`src/rtl/hsstl_rx_rst_ctrl_nlane_v2_0.sv`:
```
// N-lane HSST RX reset/bring-up controller: per-lane PMA/PCS/CB reset sequencing,
// status debounce, lane masking and recovery-gated rate change. Optional macro: HSST_RX_WA_DEB_EN.

module hsstl_rx_deb #(
  parameter int N = 4,
  parameter int W = 12
) (
  input  logic clk,
  input  logic rst,
  input  logic level,
  output logic stable
);
  localparam logic [W-1:0] LAST = W'(N - 1);

  logic [W-1:0] cnt_reg;
  logic         stable_reg;

  // Rise is accepted after N consecutive high samples; any low sample drops it at once.
  always_ff @(posedge clk) begin
    if (rst || !level) begin
      cnt_reg    <= '0;
      stable_reg <= 1'b0;
    end else if (cnt_reg == LAST) begin
      stable_reg <= 1'b1;
    end else begin
      cnt_reg <= cnt_reg + 1'b1;
    end
  end

  assign stable = stable_reg;
endmodule

module hsstl_rx_rst_ctrl_nlane_v2_0 #(
  parameter int LANES       = 4,
  parameter int LOS_DEB     = 4,
  parameter int CDR_DEB     = 2048,
  parameter int WA_DEB      = 1024,
  parameter int PMA_RST_CYC = 16,
  parameter int RATE_WAIT   = 64,
  parameter int CNTR_W      = 12
) (
  input  logic                 clk,
  input  logic                 rst,
  input  logic [LANES-1:0]     rxlane_soft_rst,
  input  logic [LANES-1:0]     lane_en,
  input  logic                 tx_rst_done,
  input  logic                 ltssm_in_recovery,
  input  logic [1:0]           rate,
  input  logic [LANES-1:0]     P_LX_ALOS_STA,
  input  logic [LANES-1:0]     P_LX_CDR_ALIGN,
  input  logic [LANES-1:0]     P_PCS_LSM_SYNCED,
  output logic [LANES-1:0]     P_PMA_RX_PD,
  output logic [LANES-1:0]     P_PMA_RX_RST,
  output logic [LANES-1:0]     P_PCS_RX_RST,
  output logic [LANES-1:0]     P_PCS_CB_RST,
  output logic [3*LANES-1:0]   P_LX_RX_RATE,
  output logic [2:0]           rx_main_fsm,
  output logic [3*LANES-1:0]   lane_fsm,
  output logic [LANES-1:0]     init_done,
  output logic [LANES-1:0]     hsst_ch_ready,
  output logic                 rate_done
);
  localparam logic [2:0] M_IDLE = 3'd0, M_INIT = 3'd1, M_READY = 3'd2,
                         M_RATE_RST = 3'd3, M_RATE_SET = 3'd4;
  localparam logic [2:0] L_IDLE = 3'd0, L_PMA_RST = 3'd1, L_WAIT_LOS = 3'd2, L_WAIT_CDR = 3'd3,
                         L_PCS_RST = 3'd4, L_WAIT_SYNC = 3'd5, L_READY = 3'd6;
  localparam logic [CNTR_W-1:0] PMA_LAST  = CNTR_W'(PMA_RST_CYC - 1);
  localparam logic [CNTR_W-1:0] RATE_LAST = CNTR_W'(RATE_WAIT - 1);

  logic [2:0]        main_reg;
  logic [CNTR_W-1:0] main_cnt_reg;
  logic [LANES-1:0]  en_reg;
  logic [1:0]        cur_rate_reg, req_rate_reg;
  logic              req_valid_reg, rate_active_reg, rate_done_reg;
  logic [LANES-1:0]  lane_ready, lane_ge4;
  logic [1:0]        rate_eff, rate_target;
  logic              all_ready, all_ge4, lanes_run, lanes_hold;

  assign rate_eff    = (rate == 2'd3) ? 2'd2 : rate;
  // Compare against the pending request so a serviced value is not latched twice.
  assign rate_target = req_valid_reg ? req_rate_reg : cur_rate_reg;
  assign all_ready   = &(lane_ready | ~en_reg);
  assign all_ge4     = &(lane_ge4 | ~en_reg);
  assign lanes_run   = (main_reg == M_INIT) || (main_reg == M_READY);
  assign lanes_hold  = (main_reg == M_RATE_RST) || (main_reg == M_RATE_SET);

  always_ff @(posedge clk) begin
    if (rst || !tx_rst_done) begin
      main_reg        <= M_IDLE;
      main_cnt_reg    <= '0;
      en_reg          <= '0;
      cur_rate_reg    <= 2'd2;
      req_rate_reg    <= 2'd2;
      req_valid_reg   <= 1'b0;
      rate_active_reg <= 1'b0;
      rate_done_reg   <= 1'b0;
    end else begin
      rate_done_reg <= 1'b0;
      case (main_reg)
        M_IDLE: if (|lane_en) begin
          en_reg   <= lane_en;
          main_reg <= M_INIT;
        end
        M_INIT: if (all_ready) begin
          main_reg        <= M_READY;
          rate_done_reg   <= rate_active_reg;
          rate_active_reg <= 1'b0;
        end
        M_READY: if (req_valid_reg) begin
          main_reg        <= M_RATE_RST;
          main_cnt_reg    <= '0;
          rate_active_reg <= 1'b1;
        end else if (!all_ready) begin
          main_reg <= M_INIT;
        end
        M_RATE_RST: if (main_cnt_reg == PMA_LAST) begin
          main_reg      <= M_RATE_SET;
          main_cnt_reg  <= '0;
          cur_rate_reg  <= req_rate_reg;
          req_valid_reg <= 1'b0;
        end else begin
          main_cnt_reg <= main_cnt_reg + 1'b1;
        end
        M_RATE_SET: if (main_cnt_reg == RATE_LAST) main_reg <= M_INIT;
                    else main_cnt_reg <= main_cnt_reg + 1'b1;
        default: main_reg <= M_IDLE;
      endcase
      if (ltssm_in_recovery && (rate_eff != rate_target)) begin
        req_valid_reg <= 1'b1;
        req_rate_reg  <= rate_eff;
      end
    end
  end

  genvar gi;
  for (gi = 0; gi < LANES; gi++) begin : g_lane
    logic [2:0]        meta_reg, sync_reg;
    logic              los_clear, cdr_lock, wa_ok;
    logic [2:0]        st_reg;
    logic [CNTR_W-1:0] cnt_reg;

    always_ff @(posedge clk) begin
      if (rst) begin
        meta_reg <= '0;
        sync_reg <= '0;
      end else begin
        meta_reg <= {P_PCS_LSM_SYNCED[gi], P_LX_CDR_ALIGN[gi], ~P_LX_ALOS_STA[gi]};
        sync_reg <= meta_reg;
      end
    end

    hsstl_rx_deb #(.N(LOS_DEB), .W(CNTR_W)) u_los_deb (
      .clk(clk), .rst(rst), .level(sync_reg[0]), .stable(los_clear));
    hsstl_rx_deb #(.N(CDR_DEB), .W(CNTR_W)) u_cdr_deb (
      .clk(clk), .rst(rst), .level(sync_reg[1]), .stable(cdr_lock));
`ifdef HSST_RX_WA_DEB_EN
    hsstl_rx_deb #(.N(WA_DEB), .W(CNTR_W)) u_wa_deb (
      .clk(clk), .rst(rst), .level(sync_reg[2]), .stable(wa_ok));
`else
    assign wa_ok = sync_reg[2];
`endif

    // Soft reset outranks LOS, LOS outranks CDR loss; the rate sequence outranks all.
    always_ff @(posedge clk) begin
      if (rst || !tx_rst_done || !en_reg[gi] || !(lanes_run || lanes_hold)) begin
        st_reg  <= L_IDLE;
        cnt_reg <= '0;
      end else if (lanes_hold) begin
        st_reg  <= L_WAIT_CDR;
        cnt_reg <= '0;
      end else if (rxlane_soft_rst[gi]) begin
        st_reg  <= L_PMA_RST;
        cnt_reg <= '0;
      end else if ((st_reg >= L_WAIT_CDR) && !los_clear) begin
        st_reg <= L_WAIT_LOS;
      end else if ((st_reg >= L_PCS_RST) && !cdr_lock) begin
        st_reg <= L_WAIT_CDR;
      end else begin
        case (st_reg)
          L_IDLE: begin
            st_reg  <= L_PMA_RST;
            cnt_reg <= '0;
          end
          L_PMA_RST: if (cnt_reg == PMA_LAST) st_reg <= L_WAIT_LOS;
                     else cnt_reg <= cnt_reg + 1'b1;
          L_WAIT_LOS:  if (los_clear) st_reg <= L_WAIT_CDR;
          L_WAIT_CDR:  if (cdr_lock) st_reg <= L_PCS_RST;
          L_PCS_RST:   st_reg <= L_WAIT_SYNC;
          L_WAIT_SYNC: if (wa_ok) st_reg <= L_READY;
          L_READY:     st_reg <= L_READY;
          default:     st_reg <= L_IDLE;
        endcase
      end
    end

    assign lane_ready[gi]           = (st_reg == L_READY);
    assign lane_ge4[gi]             = (st_reg >= L_PCS_RST);
    assign lane_fsm[3*gi +: 3]      = st_reg;
    assign P_LX_RX_RATE[3*gi +: 3]  = {1'b0, cur_rate_reg};
    assign P_PMA_RX_PD[gi]          = !(en_reg[gi] && (main_reg != M_IDLE));
    assign P_PMA_RX_RST[gi]         = (st_reg <= L_PMA_RST) || (en_reg[gi] && (main_reg == M_RATE_RST));
    assign P_PCS_RX_RST[gi]         = (st_reg < L_PCS_RST) || lanes_hold;
    assign P_PCS_CB_RST[gi]         = !(en_reg[gi] && lanes_run && all_ge4);
    assign init_done[gi]            = en_reg[gi] && (st_reg == L_READY);
    assign hsst_ch_ready[gi]        = en_reg[gi] && (st_reg == L_READY) && (main_reg == M_READY);
  end

  assign rx_main_fsm = main_reg;
  assign rate_done   = rate_done_reg;
endmodule
```
`config.mk`:
```
export PLATFORM = sky130hd
export DESIGN_NAME = hsstl_rx_rst_ctrl_nlane_v2_0
export DESIGN_NICKNAME = d
export VERILOG_FILES = /design/src/rtl/hsstl_rx_rst_ctrl_nlane_v2_0.sv
export SDC_FILE = /design/constraint.sdc
export NUM_CORES = 1
export LEC_CHECK = 0
export BUFFER_PORTS_ARGS = -buffer_cell sky130_fd_sc_hd__buf_4
export CORE_ASPECT_RATIO = 0.9
export CORE_UTILIZATION = 45
export DETAILED_ROUTE_END_ITERATION = 8
export SYNTH_ARGS = -nofsm -noshare
export SYNTH_HDL_FRONTEND = slang
export SYNTH_SLANG_ARGS = --single-unit
```
`constraint.sdc`:
```
create_clock -name clk -period 2.6 [get_ports clk]
set_clock_uncertainty 0.1 [all_clocks]
set_input_delay 0.26 -clock clk [delete_from_list [all_inputs] [get_ports clk]]
set_output_delay 0.26 -clock clk [all_outputs]
set_load 0.05 [all_outputs]
```
# Yosys cells after proc, flatten, opt, wreduce, memory -nomap -nowiden
# Index checks and enable logic that the tools add are counted.
# W data, S select, Z words.
# word_totals
reg_bits,214
input_bits,26
output_inout_bits,52
elab_cells,375
# classes
n_addsub,13
order_cmp,16
eq_ne,87
mux,63
bitwise_logic,17
n_reduce_logical,135
# ops
op,count
$add A12 B1 Y12 const B,13
$pmux W12 S2,4
$mux W12,7
$pmux W3 S7,4
$mux W3,22
$eq A12 B4 Y1 const B,5
$reduce_and A4 Y1,14
$eq A12 B11 Y1 const B,4
$eq A12 B2 Y1 const B,4
$ne A6 B5 Y1 const B,8
$ne A6 B6 Y1 const B,8
$eq A3 B3 Y1 const B,13
$mux W2,18
$pmux W12 S3,1
$ne A2 B2 Y1 const B,17
$logic_and A1 B1 Y1,33
$eq A3 B2 Y1 const B,10
$logic_not A1 Y1,30
$logic_or A1 B1 Y1,28
$reduce_or A5 Y1,4
$ne A2 B1 Y1 const B,9
$eq A3 B1 Y1 const B,5
$logic_not A3 Y1,5
$pmux W3 S5,1
20 further kinds,64

# Depth between registers and ports, before layout
# logic_depth
depth_word,7
depth_mapped,8
mapped_depth_nobuf,7

# Cells and area by module
# A second synthesis with hierarchy kept.
# unflattened
hier_cells,1201
hier_area_um2,10385.0
# modules_own_cells
mod,n_inst,cells_per_inst,area_per_inst_um2,seq_area_each_um2
hsstl_rx_rst_ctrl_nlane_v2_0,1,669,5565.3,2202.1
hsstl_rx_deb at g_lane[0].u_los_deb ...,4,64,605.6,260.2
hsstl_rx_deb at g_lane[0].u_cdr_deb ...,4,69,599.3,260.2

# Least setup slack after synthesis
# Ideal clock, no wire load.
# synth_timing
kind,reg-to-output
start,register main_reg[1] (netlist: rx_main_fsm[1])
end,output port hsst_ch_ready[0]
arrival_ns,2.626
required_time_ns,2.240
slack_ns,-0.386
stages_incl_launch_ff,5
n_path_buf,2
path_cell_list,dfxtp_1 > buf_2 > or3b_2 > clkbuf_1 > nor3_1
# synth_via
elab_chain_len,2
# synth_lines
item,line,text
from (decl),70,logic [2:0] main_reg;
from (signal assigned),89,main_reg <= M_IDLE;
from (signal assigned),102,main_reg <= M_INIT;
from (signal assigned),105,main_reg <= M_READY;
$eq A3 B2 Y1,205,assign hsst_ch_ready[gi] = en_reg[gi] && (st_reg == L_READY) && (main_reg == M_READY);
$logic_and A1 B1 Y1,205,
to (decl),60,"output logic [LANES-1:0] hsst_ch_ready,"
# Every way passes these cells.

# Worst setup path in the final report
# layout_timing
start,register main_reg[0] (netlist: rx_main_fsm[0])
end,output port P_PCS_CB_RST[0]
# layout_via
elab_chain_len,5
elab_cells_between_ends,6
classes_between,eq/ne (2); reduce/logical (4)
# layout_lines
item,line,text
$eq A3 B1 Y1 or $eq A3 B2 Y1 (tied branches),84,assign lanes_run = (main_reg == M_INIT) || (main_reg == M_READY);
$logic_or A1 B1 Y1 *,84,
$logic_and A1 B1 Y1 * (2 in a row),203,assign P_PCS_CB_RST[gi] = !(en_reg[gi] && lanes_run && all_ge4);
$logic_not A1 Y1 *,203,
to (decl),55,"output logic [LANES-1:0] P_PCS_CB_RST,"
# Mark *: on every way between the ends. The rest lies on a longest branch, timed or not.

==> results.cfg <==
[floorplanning]
initial_core_util = 0.461
die_area_mm2 = 0.0229
ioPinCount = 78
die_w_um = 159
rows = 51
fp.dieH_um = 144
core_area_mm2 = 0.0218

[timing]
max-slew-margin-rel = 0.502
fin_crit_sh = 0.951
fmax_mhz = 405
fin_crit_ns = 2.47
hold_viol_final = 0
setup_viol = 0
rsz0062_at_grt = false
worst_slew_pin_slew_ns = 0.728
maxSlewViolCount = 0

[synth]
synthAdderAreaFrac = 0.0212
muxShareOfSynthArea = 0.0272
syn_inst = 1174
ys_ff_latch = 214
async_flop_share = 0
avgSynthCellArea_um2 = 8.54
synth_ff_type = dfxtp_1
synth_compound_gate_area_share = 0.0971
synth.top_cell.area_share = 0.427
yosys.area_share.simple = 0.283
synth_edf_count = 0
synth_area_leaders = dfxtp_1, nor2_1, xor2_1
synth.distinct_cells = 70
ys.warnings.count = 0
synthXorXnorAreaFrac = 0.107
synth_largest_area_cell = dfxtp_1
synth_top_family_by_area = simple AND/OR/NAND/NOR gates
syn_area_mm2 = 0.0100
seq_area_frac_synth = 0.427

[place]
dp_cells = 1507
dp_hpwl_mm = 15.4
portBuffers = 73
place.gp.congestion = 0.856

[min_path]
min_path_type = primary input to register

[status]
outcome = complete, no violations

[grt]
grt_pass1_vias = 7593
antenna_found_initial = 0
grt_overflow = 0
grt_pass1_wl_mm = 37.0
grt_start_max_net_pins = 33
grt_usage = 0.192

[cells_and_area]
syn2layout_area_growth_pct = 18.0
n_antenna_cell = 0
stdcell_count = 1567
nets = 1304
fin_util = 0.544
mostFrequentLayoutCell = dfxtp_1
final_cell_mix = dfxtp_1, nor2_1, buf_4
drive_above_1_share = 0.121
fillers = 2086

[power_and_ir_drop]
leakagePower_nw = 4.27
p_per_area_mw_per_mm2 = 580
ir_worst_vdd_mv = 0.417

[clocking]
post_cts_buffers = 0
insertion_delay_ns = 0.51
path_clk_slew_ns = 0.06
h-tree-depth = 1
cts_inserted_buffers = 23
cts_tree = yes
cts_root_buf = clkbuf_16
cts.sinks = 214
clock_path_buffers = 3

[worst_setup_path]
path_max_fanout = 14
path_common_cell = buf_4
worstPathCellList = or3b_2, a211oi_1, buf_4, nand2_2, buf_4
crit_path_end_kind = output port
rrSetupSlack_ns = 0.37
crit_slowest_cell = or3b_2
arrival_ns = 2.11
worstPathRequired_ns = 2.24
crit_path_start_kind = register
worst_path_largest_cell_delay_ns = 0.51
crit_type = register to output port

[route]
vias = 8157
drc = 0
drtIter0Drc = 421
wl_per_cell_um = 13.8
antenna_left = 0
finalWirelength_mm = 21.6
vias_per_cell = 5.21
first_pass_iters = 4

[flow_run]
max-cap-violations = 0
[report_power, final]
part           internal [mW]  total, mW  leakage (nW)  switching [mW]
registers               3.31       3.33          1.73          0.0249
clock network           2.00       3.31         0.375            1.31
logic                 0.0994      0.224          2.17           0.124
[final cells by class]
| type | instances | area [um^2] | share of cell area |
|---|---|---|---|
| Clock buffer | 29 | 628 | 0.0531 |
| Clock inverter | 11 | 139 | 0.0117 |
| Inverter | 35 | 131 | 0.0111 |
| Multi-Input combinational cell | 876 | 5400 | 0.456 |
| Sequential cell | 214 | 4290 | 0.363 |
| Tap cell | 291 | 364 | 0.0308 |
| Timing Repair Buffer | 111 | 883 | 0.0746 |
[per-stage QoR]
stage / instance area, um^2 / hold slack [ns] / worst slack [ns] / TNS, ns / power [mW]
detailed placement: 10900 / 0.312 / 0.285 / 0 / 3.60
finish: 11800 / 0.0107 / 0.129 / 0 / 6.87
global route: 11800 / 0.0225 / 0.0141 / 0 / 7.12
CTS: 11800 / 0.00681 / 0.0638 / 0 / 6.96
global placement: 10900 / 0.313 / 0.422 / 0 / 3.60
floorplan: 10000 / 0.227 / -0.194 / -0.836 / 3.53
[kinds of logic after synthesis]
family,count (synthesis)
xor gates and xnor gates,122
buffers and inverters,87
DFF,214
and+or+nand+nor,564
muxes,27
other,1
adders and majority gates,17
AOI/OAI and AO/OA,142
[Yosys cell counts (all sizes together), types with 6 or more instances]
cell	count
a211oi	12
a21oi	42
a22oi	11
and2	7
and3	28
and4	13
buf	16
clkbuf	36
dfxtp	214
ha	17
inv	35
mux2i	25
nand2	85
nand2b	19
nand3	47
nand3b	7
nand4	32
nor2	200
nor2b	32
nor3	31
nor3b	8
nor4	17
o21ai	20
o22ai	6
or2	11
or4	9
xnor2	42
xor2	80
[worst max-delay path, delay by kind of cell (launching register included)]
kind	cells	cell delay, ns
compound gates	1	0.23
buf+inv	2	0.38
flops	1	0.43
simple gates	2	0.56
[path summary, 6_finish.rpt]
| check | from | endpoint | depth (start not counted) |
|---|---|---|---|
| worst max register to register | g_lane[1].st_reg[1] | g_lane[1].cnt_reg[10] | 7 |
| worst max-delay path | rx_main_fsm[0] | P_PCS_CB_RST[0] | 5 |
| worst min register to register | rate_active_reg | rate_done | 2 |
| worst min-delay path | rxlane_soft_rst[1] | g_lane[1].st_reg[1] | 4 |
[what timing repair did]
item,4_1_cts,5_1_grt
pin swaps,0,0
endpoints found under the setup margin,4,4
hold buffers,20,0
hold endpoints to repair,22,0
resized for setup,2,3
cloned,0,0
[layer usage]
layer  global-route usage  vias to the layer above  part of all wire
li1                     -                     4230                 -
met4               0.0567                        0             0.026
met3               0.0268                       33             0.031
met2                0.307                      121              0.43
met1                0.270                     3773              0.52
met5                    0                        -                 0
No activity file was read; power rests on OpenSTA's default activity.
